## src/rtl/multi_fifo_pkg.sv

```systemverilog
// Shared definitions for the multi-reader FIFO read stage: lane state encoding
// and default parameter values.
package multi_fifo_pkg;

   localparam int DEF_DATA_WIDTH = 32;
   localparam int DEF_READER_NUM = 2;
   localparam int DEF_CNT_WIDTH  = 16;

   typedef enum logic [1:0] {
      EMPTY = 2'd0,
      ONE   = 2'd1,
      TWO   = 2'd2
   } lane_state_t;

endpackage

```

## src/rtl/multi_fifo_rd_stage_if.sv

```systemverilog
// Bundle of per-lane FIFO-side and consumer-side signals of the read stage.
// The master modport is the read stage itself; slave is the surrounding logic.
interface multi_fifo_rd_stage_if
   import multi_fifo_pkg::*;
#(
   parameter int DATA_WIDTH = DEF_DATA_WIDTH,
   parameter int READER_NUM = DEF_READER_NUM,
   parameter int CNT_WIDTH  = DEF_CNT_WIDTH
);

   logic [READER_NUM-1:0]                 fifo_empty_i;
   logic [READER_NUM-1:0]                 fifo_rden_o;
   logic [READER_NUM-1:0][DATA_WIDTH-1:0] fifo_rdata_i;
   logic [READER_NUM-1:0]                 valid_o;
   logic [READER_NUM-1:0]                 ready_i;
   logic [READER_NUM-1:0][DATA_WIDTH-1:0] data_o;
   logic [READER_NUM-1:0][CNT_WIDTH-1:0]  beat_cnt_o;

   modport master (
      input  fifo_empty_i, fifo_rdata_i, ready_i,
      output fifo_rden_o, valid_o, data_o, beat_cnt_o
   );

   modport slave (
      output fifo_empty_i, fifo_rdata_i, ready_i,
      input  fifo_rden_o, valid_o, data_o, beat_cnt_o
   );

endinterface

```

## src/rtl/multi_fifo_rd_stage_rd_skid_buf.sv

```systemverilog
// Single read lane: two-entry head/skid buffer between a fall-through FIFO
// and a valid/ready consumer, with a wrapping delivered-word counter.
module rd_skid_buf
   import multi_fifo_pkg::*;
#(
   parameter int DATA_WIDTH = DEF_DATA_WIDTH,
   parameter int CNT_WIDTH  = DEF_CNT_WIDTH
) (
   input  logic                  clk,
   input  logic                  rst,
   input  logic                  fifo_empty,
   input  logic [DATA_WIDTH-1:0] fifo_rdata,
   input  logic                  ready,
   output logic                  fifo_rden,
   output logic                  valid,
   output logic [DATA_WIDTH-1:0] data,
   output logic [CNT_WIDTH-1:0]  beat_cnt
);

   lane_state_t           state;
   logic [DATA_WIDTH-1:0] head;
   logic [DATA_WIDTH-1:0] skid;
   logic                  push;
   logic                  pop;

   // Pop depends only on local state, never on ready, so the consumer cannot
   // form a combinational loop back into the FIFO.
   assign fifo_rden = !fifo_empty && (state != TWO) && !rst;
   assign push      = fifo_rden;
   assign valid     = (state != EMPTY);
   assign pop       = valid && ready;
   assign data      = head;

   always_ff @(posedge clk) begin
      if (rst) begin
         // NOTE: the data registers are reset too so data_o reads zero during
         // reset; they are only two words per lane, not a memory array.
         state    <= EMPTY;
         head     <= '0;
         skid     <= '0;
         beat_cnt <= '0;
      end else begin
         // NOTE: non-blocking assignments throughout so every register in this
         // block samples the pre-edge values of the others.
         case (state)
            EMPTY: begin
               if (push) begin
                  head  <= fifo_rdata;
                  state <= ONE;
               end
            end
            ONE: begin
               if (push && !pop) begin
                  skid  <= fifo_rdata;
                  state <= TWO;
               end else if (push && pop) begin
                  head <= fifo_rdata;
               end else if (pop) begin
                  state <= EMPTY;
               end
            end
            TWO: begin
               if (pop) begin
                  head  <= skid;
                  state <= ONE;
               end
            end
            default: state <= EMPTY;
         endcase
         if (pop) beat_cnt <= beat_cnt + 1'b1;
      end
   end

   push_when_full_a : assert property (@(posedge clk) disable iff (rst)
      !(push && state == TWO))
      else $error("rd_skid_buf: push while buffer holds two words");

endmodule

```

## src/rtl/multi_fifo_rd_stage.sv

```systemverilog
// Read stage for a multi-reader FIFO: one independent skid-buffered lane per
// reader, each turning the fall-through FIFO head into a registered stream.
module multi_fifo_rd_stage
   import multi_fifo_pkg::*;
#(
   parameter int DATA_WIDTH = DEF_DATA_WIDTH,
   parameter int READER_NUM = DEF_READER_NUM,
   parameter int CNT_WIDTH  = DEF_CNT_WIDTH
) (
   input logic                    clk,
   input logic                    rst,
   multi_fifo_rd_stage_if.master  bus
);

   logic [READER_NUM-1:0]                 rden;
   logic [READER_NUM-1:0]                 valid;
   logic [READER_NUM-1:0][DATA_WIDTH-1:0] data;
   logic [READER_NUM-1:0][CNT_WIDTH-1:0]  beat_cnt;

   for (genvar i = 0; i < READER_NUM; i++) begin : g_lane
      rd_skid_buf #(
         .DATA_WIDTH (DATA_WIDTH),
         .CNT_WIDTH  (CNT_WIDTH)
      ) u_lane (
         .clk        (clk),
         .rst        (rst),
         .fifo_empty (bus.fifo_empty_i[i]),
         .fifo_rdata (bus.fifo_rdata_i[i]),
         .ready      (bus.ready_i[i]),
         .fifo_rden  (rden[i]),
         .valid      (valid[i]),
         .data       (data[i]),
         .beat_cnt   (beat_cnt[i])
      );
   end

   assign bus.fifo_rden_o = rden;
   assign bus.valid_o     = valid;
   assign bus.data_o      = data;
   assign bus.beat_cnt_o  = beat_cnt;

endmodule
```

## src/flat_wrapper.sv

```systemverilog
// flat-port wrapper written by rule: the top's interface ports become plain ports
module multi_fifo_rd_stage_flat import multi_fifo_pkg::*;
#(
   parameter int DATA_WIDTH = DEF_DATA_WIDTH,
   parameter int READER_NUM = DEF_READER_NUM,
   parameter int CNT_WIDTH  = DEF_CNT_WIDTH
)
  (clk, rst, bus_fifo_empty_i, bus_fifo_rdata_i, bus_ready_i, bus_fifo_rden_o, bus_valid_o, bus_data_o, bus_beat_cnt_o);
  multi_fifo_rd_stage_if #(.DATA_WIDTH(DATA_WIDTH), .READER_NUM(READER_NUM), .CNT_WIDTH(CNT_WIDTH)) bus_i ();
  input logic clk;
  input logic rst;
  input wire logic [$bits(bus_i.fifo_empty_i)-1:0] bus_fifo_empty_i;
  input wire logic [$bits(bus_i.fifo_rdata_i)-1:0] bus_fifo_rdata_i;
  input wire logic [$bits(bus_i.ready_i)-1:0] bus_ready_i;
  output wire logic [$bits(bus_i.fifo_rden_o)-1:0] bus_fifo_rden_o;
  output wire logic [$bits(bus_i.valid_o)-1:0] bus_valid_o;
  output wire logic [$bits(bus_i.data_o)-1:0] bus_data_o;
  output wire logic [$bits(bus_i.beat_cnt_o)-1:0] bus_beat_cnt_o;
  assign bus_i.fifo_empty_i = bus_fifo_empty_i;
  assign bus_i.fifo_rdata_i = bus_fifo_rdata_i;
  assign bus_i.ready_i = bus_ready_i;
  assign bus_fifo_rden_o = bus_i.fifo_rden_o;
  assign bus_valid_o = bus_i.valid_o;
  assign bus_data_o = bus_i.data_o;
  assign bus_beat_cnt_o = bus_i.beat_cnt_o;
  multi_fifo_rd_stage #(.DATA_WIDTH(DATA_WIDTH), .READER_NUM(READER_NUM), .CNT_WIDTH(CNT_WIDTH)) u_core (.clk(clk), .rst(rst), .bus(bus_i));
endmodule
```

## config.mk

```make
export PLATFORM = sky130hd
export DESIGN_NAME = multi_fifo_rd_stage_flat
export DESIGN_NICKNAME = d
export VERILOG_FILES = /design/src/rtl/multi_fifo_pkg.sv /design/src/rtl/multi_fifo_rd_stage_if.sv /design/src/rtl/multi_fifo_rd_stage_rd_skid_buf.sv /design/src/rtl/multi_fifo_rd_stage.sv /design/src/flat_wrapper.sv
export SDC_FILE = /design/constraint.sdc
export NUM_CORES = 1
export LEC_CHECK = 0
export BUFFER_PORTS_ARGS = -buffer_cell sky130_fd_sc_hd__clkbuf_2
export CORE_MARGIN = 5
export CORE_UTILIZATION = 40
export CTS_CLUSTER_SIZE = 30
export DETAILED_ROUTE_END_ITERATION = 10
export GPL_TIMING_DRIVEN = 0
export SLEW_MARGIN = 20
export SYNTH_ARGS = -nofsm -noshare
export SYNTH_HDL_FRONTEND = slang
export SYNTH_SLANG_ARGS = --single-unit
```

## constraint.sdc

```tcl
create_clock -name clk -period 2.2 [get_ports clk]
set_input_delay 0.33 -clock clk [delete_from_list [all_inputs] [get_ports clk]]
set_output_delay 0.33 -clock clk [all_outputs]
set_load 0.01 [all_outputs]
```

## Word-level counts from Yosys, hierarchy flattened

Cells that the tools add are included.

- Add/sub/neg operators: 2
- Eq/ne operators: 18
- Multiplexer cells: 22
- Reduce and logical (&&, ||, !) cells: 27

Operators with widths:

| cell | count |
|---|---|
| 32-bit two-way mux | 8 |
| 32-bit case mux with 3 select lines | 2 |
| 16-bit by 1-bit adder with 16-bit output, second input constant | 2 |
| 2-bit two-way mux | 10 |
| 2-bit != test, second input constant | 10 |
| 3-bit != test, second input constant | 4 |
| 2-bit case mux with 3 select lines | 2 |
| 1-bit logical AND | 10 |
| 5-bit AND reduction | 2 |
| 4-bit AND reduction | 2 |
| 3-bit nonzero test | 2 |
| 1-bit zero test | 5 |
| 2-bit by 1-bit == test with 1-bit output, second input constant | 2 |
| 2-bit == test, second input constant | 2 |
| 2-bit zero test | 2 |
| 2-bit AND reduction | 2 |
| 2-bit nonzero test | 2 |

- Bits in registers: 164
- Input port bits: 70
- Logic and storage cells: 77

## Longest topological paths before layout

- Depth after elaboration: 7
- Depth in mapped cells: 7

## By module

From an unflattened synthesis, not the netlist that was laid out.

- Cells, all modules: 836
- Area, all modules: 6653.9 µm²

By module, submodules not included:

| module | instances | cells each | area each (µm²) | sequential area each (µm²) |
|---|---|---|---|---|
| rd_skid_buf | 2 | 418 | 3326.9 | 1641.6 |

## Least setup slack after synthesis

Ideal clock, no wire load.

- Path kind: flip-flop to flip-flop
- Start: reg u_core.g_lane[1].u_lane.beat_cnt[0]
- End: reg u_core.g_lane[1].u_lane.beat_cnt[14]
- Setup time: 0.121 ns
- Arrival time: 1.584 ns
- Data required time: 2.079 ns
- Setup slack: 0.496 ns
- Cell stages (with the launch flop): 6
- Cells stage by stage: dfxtp_1 ha_1 o211ai_1 nor4_1 nand3_1 mux2_2

- Cells in the longest elaborated chain, start to end: 1

RTL lines:

| item | line | text |
|---|---|---|
| start: declaration | multi_fifo_rd_stage_rd_skid_buf.sv:17 | `output logic [CNT_WIDTH-1:0] beat_cnt` |
| start signal: assignment | multi_fifo_rd_stage_rd_skid_buf.sv:70 | `if (pop) beat_cnt <= beat_cnt + 1'b1;` |
| 16-bit by 1-bit adder with 16-bit output | multi_fifo_rd_stage_rd_skid_buf.sv:70 |  |

No other way between the ends.
A chain may end at the register's enable or synchronous reset.

## Final worst setup path

- Start: reg u_core.g_lane[1].u_lane.state[1]
- End: out bus_fifo_rden_o[1]

- Cells in the longest elaborated chain, start to end: 3

RTL lines:

| item | line | text |
|---|---|---|
| start: declaration | multi_fifo_rd_stage_rd_skid_buf.sv:20 | `lane_state_t state;` |
| start signal: assignment | multi_fifo_rd_stage_rd_skid_buf.sv:38 | `state <= EMPTY;` |
| start signal: assignment | multi_fifo_rd_stage_rd_skid_buf.sv:49 | `state <= ONE;` |
| start signal: assignment | multi_fifo_rd_stage_rd_skid_buf.sv:55 | `state <= TWO;` |
| 2-bit != test | multi_fifo_rd_stage_rd_skid_buf.sv:28 | `assign fifo_rden = !fifo_empty && (state != TWO) && !rst;` |
| 1-bit logical AND (2 in a row) | multi_fifo_rd_stage_rd_skid_buf.sv:28 |  |
| end: declaration | flat_wrapper.sv:15 | `output wire logic [$bits(bus_i.fifo_rden_o)-1:0] bus_fifo_rden_o;` |

No other way between the ends.

==> qor.yml <==
nNetsFinal: 1031
final_area_mm2: 0.00847
cp-start-kind: "flip-flop"
portBuffers: 164
slowest_stage: "dfxtp_1"
antenna_cells: 0
fp-row-count: 47
layout-drive-gt1-share_pct: 25.1
whs_ps: 138
h-tree-depth: 4
dr.pass1.iters: 4
layout_commonest_cell: "clkbuf_2"
finalSetupViolCount: 0
cp_top_family: "buffers and inverters"
worst_pin_slew_ps: 716
hold_violations: 0
hpwl_um: 13200
syn_area_mm2: 0.00680
multi_input_area_mm2: 0.00320
cp.arrival_ps: 1790
postRouteAntennaNets: 0
path_cells: "buf_4, nand2b_1, buf_4, buf_8, nor3b_2, buf_4, clkbuf_2"
slowest_delay_ps: 370
gr-total-overflow: 0
grt_pass1_wl_um: 29200
cts_sinks: 164
outcome: "completed"
synth_nets: 848
clk_pin_slew_ps: 70
grt_max_degree: 17
postCtsHoldBufs: 0
fin_skew_ps: 9.82
fin_crit_sh_pct: 96.3
cts_resized: 10
power_switching_mw: 1.75
setup_slack_ps: 81.3
ir_drop_v: 0.000521
postPlaceCellArea_mm2: 0.00789
cp_common_cell: "buf_4"
netlist.area_leader.share_pct: 48.3
p_total_mw: 6.59
die_w_um: 140
p_int_mw: 4.84
cp.required_ps: 1870
yosys_warnings: 0
synth_cell_types: 38
final_cells: 1192
layout_min_cycle_time_ps: 2120
worstHoldPathType: "input pin to flip-flop"
cellPowerDensity_mw_per_mm2: 778
placed_cells: 1160
slew_violations: 0
vias_per_cell: 4.93
core_region_area_mm2: 0.0166
post_cts_buffers: 0
slew_headroom_pct: 51.8
area_growth_syn_to_layout_pct: 24.7
fill_cells: 1700
antenna_found_initial: 1
p_comb_share_pct: 10.7
grt_pass1_vias: 5574
p_clk_share_pct: 41.3
p_leak_nw: 3.72
cp_num_buf_inv: 5
syn_inst: 776
critPathCaptureType: "output pin"
drcViolationCount: 0
ios: 170
worstPathMaxFanout: 10
syn_avg_cell_area_um2: 8.76
place.gp.congestion: 0.784
ys_seq_elements: 164
routed_wirelength_um: 18000
vias: 5871
root_buffer: "clkbuf_16"
numCtsBuffers: 17
fmax_mhz: 472
final_cell_mix: "clkbuf_2 (165), dfxtp_1 (163), nand2_1 (136), nor2_1 (99), a21oi_1 (72)"
drtIter0Drc: 208
wl_per_cell_um: 15.1
maxCapViolCount: 0
crit_type: "flip-flop to output pin"
yosys-top-cells-area: "dfxtp_1 (48%), mux2i_1 (10%), nand2_1 (7.5%)"
yosysSeqAreaShare_pct: 48.3
die-area_mm2: 0.0197
grt_usage_pct: 18.1
pwr-share-seq_pct: 48.0
cts_tree: "built"
synth_largest_area_cell: "dfxtp_1"
switching_share_pct: 26.6
fp.dieH_um: 140
dp_slack_ps: -218
insertion_delay_ps: 420
initial_utilization_pct: 40.8
seq_area_mm2: 0.00328
clock_path_buffers: 2
==> through the flow <==
step	util, %	setup TNS (ps)
CTS	50.8	0
detailed placement	47.4	-10290
finish	50.9	0
floorplan	-	0
global route	50.9	-15.3
global placement	47.4	-8920
==> worst paths after layout <==
path                                                        from                          endpoint  slack (ps)  cells past startpoint
worst max-delay path            u_core.g_lane[1].u_lane.state[1]                bus_fifo_rden_o[1]          80                      7
worst max register to register  u_core.g_lane[1].u_lane.state[1]  u_core.g_lane[1].u_lane.data[16]         300                      4
worst min register to register  u_core.g_lane[1].u_lane.skid[21]  u_core.g_lane[1].u_lane.skid[21]         450                      2
worst min-delay path                        bus_fifo_rdata_i[41]   u_core.g_lane[1].u_lane.skid[9]         140                      3
==> per-layer routing <==
layer / vias to the layer above / part of all wire (%) / global-route usage [%] / routed length [µm]
met2: 140 / 45 / 28.2 / 8110
li1: 3026 / - / - / -
met3: 20 / 5.5 / 5.28 / 988
met1: 2683 / 48 / 24.8 / 8650
met4: 2 / 1.3 / 4.49 / 235
met5: - / 0.072 / 0 / 13
==> power groups by stage <==
| stage | Sequential, mW | Clock [mW] | Combinational [mW] |
|---|---|---|---|
| after floorplan | 3.27 | 0 | 0.370 |
| after global placement | 3.23 | 0 | 0.708 |
| after detailed placement | 3.23 | 0 | 0.710 |
| after CTS | 3.17 | 2.79 | 0.714 |
| after global routing | 3.18 | 2.94 | 0.789 |
| final | 3.17 | 2.72 | 0.706 |
==> logic make-up after synthesis <==
| kind of cell | count (synthesis) | synth area share, % |
|---|---|---|
| and+or+nand+nor | 295 | 18.5 |
| DFF | 164 | 48.3 |
| AOI/OAI and AO/OA | 152 | 14.8 |
| muxes | 72 | 10.7 |
| buffers and inverters | 71 | 4.77 |
| xor gates and xnor gates | 20 | 2.58 |
| adders and majority gates | 2 | 0.368 |
==> cells in the mapped netlist <==
cell and count:
o21ai_2 1, dfxtp_1 164, and3_1 1, buf_4 6, nand3_1 11, xor2_1 4
o41ai_4 2, inv_1 6, nand4_1 4, mux2i_1 68, buf_1 1, buf_6 1
or2_2 2, o2111ai_1 1, a31o_2 2, nor2_1 99, nand2_1 136, ha_1 2
o21ai_0 4, a211oi_1 66, nor3b_1 2, clkbuf_1 35, nor4_2 2, buf_2 22
xnor2_1 16, or3b_2 2, o211ai_1 1, a21oi_1 72, o211ai_2 1, or3_1 4
o22a_1 2, nor3_1 7, nor4_1 9, or4_1 2, nor2b_1 6, nand2b_1 6
nand3b_1 2, mux2_2 4
==> cell type report <==
class	count	share of cell area [%]
plain buffers	65	3.97
flip-flops and latches	164	38.8
repair buffers	164	9.69
inverters	6	0.266
well taps	220	3.25
clock buffers	18	5.06
clock inverters	14	1.24
multi-input cells	541	37.8
==> registers in the layout (all words and copies together) (netlist names) <==
| signal | cells |
|---|---|
| u_core.g_lane.u_lane.beat_cnt | 32 |
| u_core.g_lane.u_lane.state | 4 |
| u_core.g_lane.u_lane.skid | 64 |
| u_core.g_lane.u_lane.data | 64 |
==> worst reg2reg max path, cell delays in order, from the launching register on <==
cell,delay (ps)
dfxtp_1,330
buf_4,180
o41ai_4,630
clkbuf_1,470
a211oi_1,150
(Power assumes the default switching activity.)
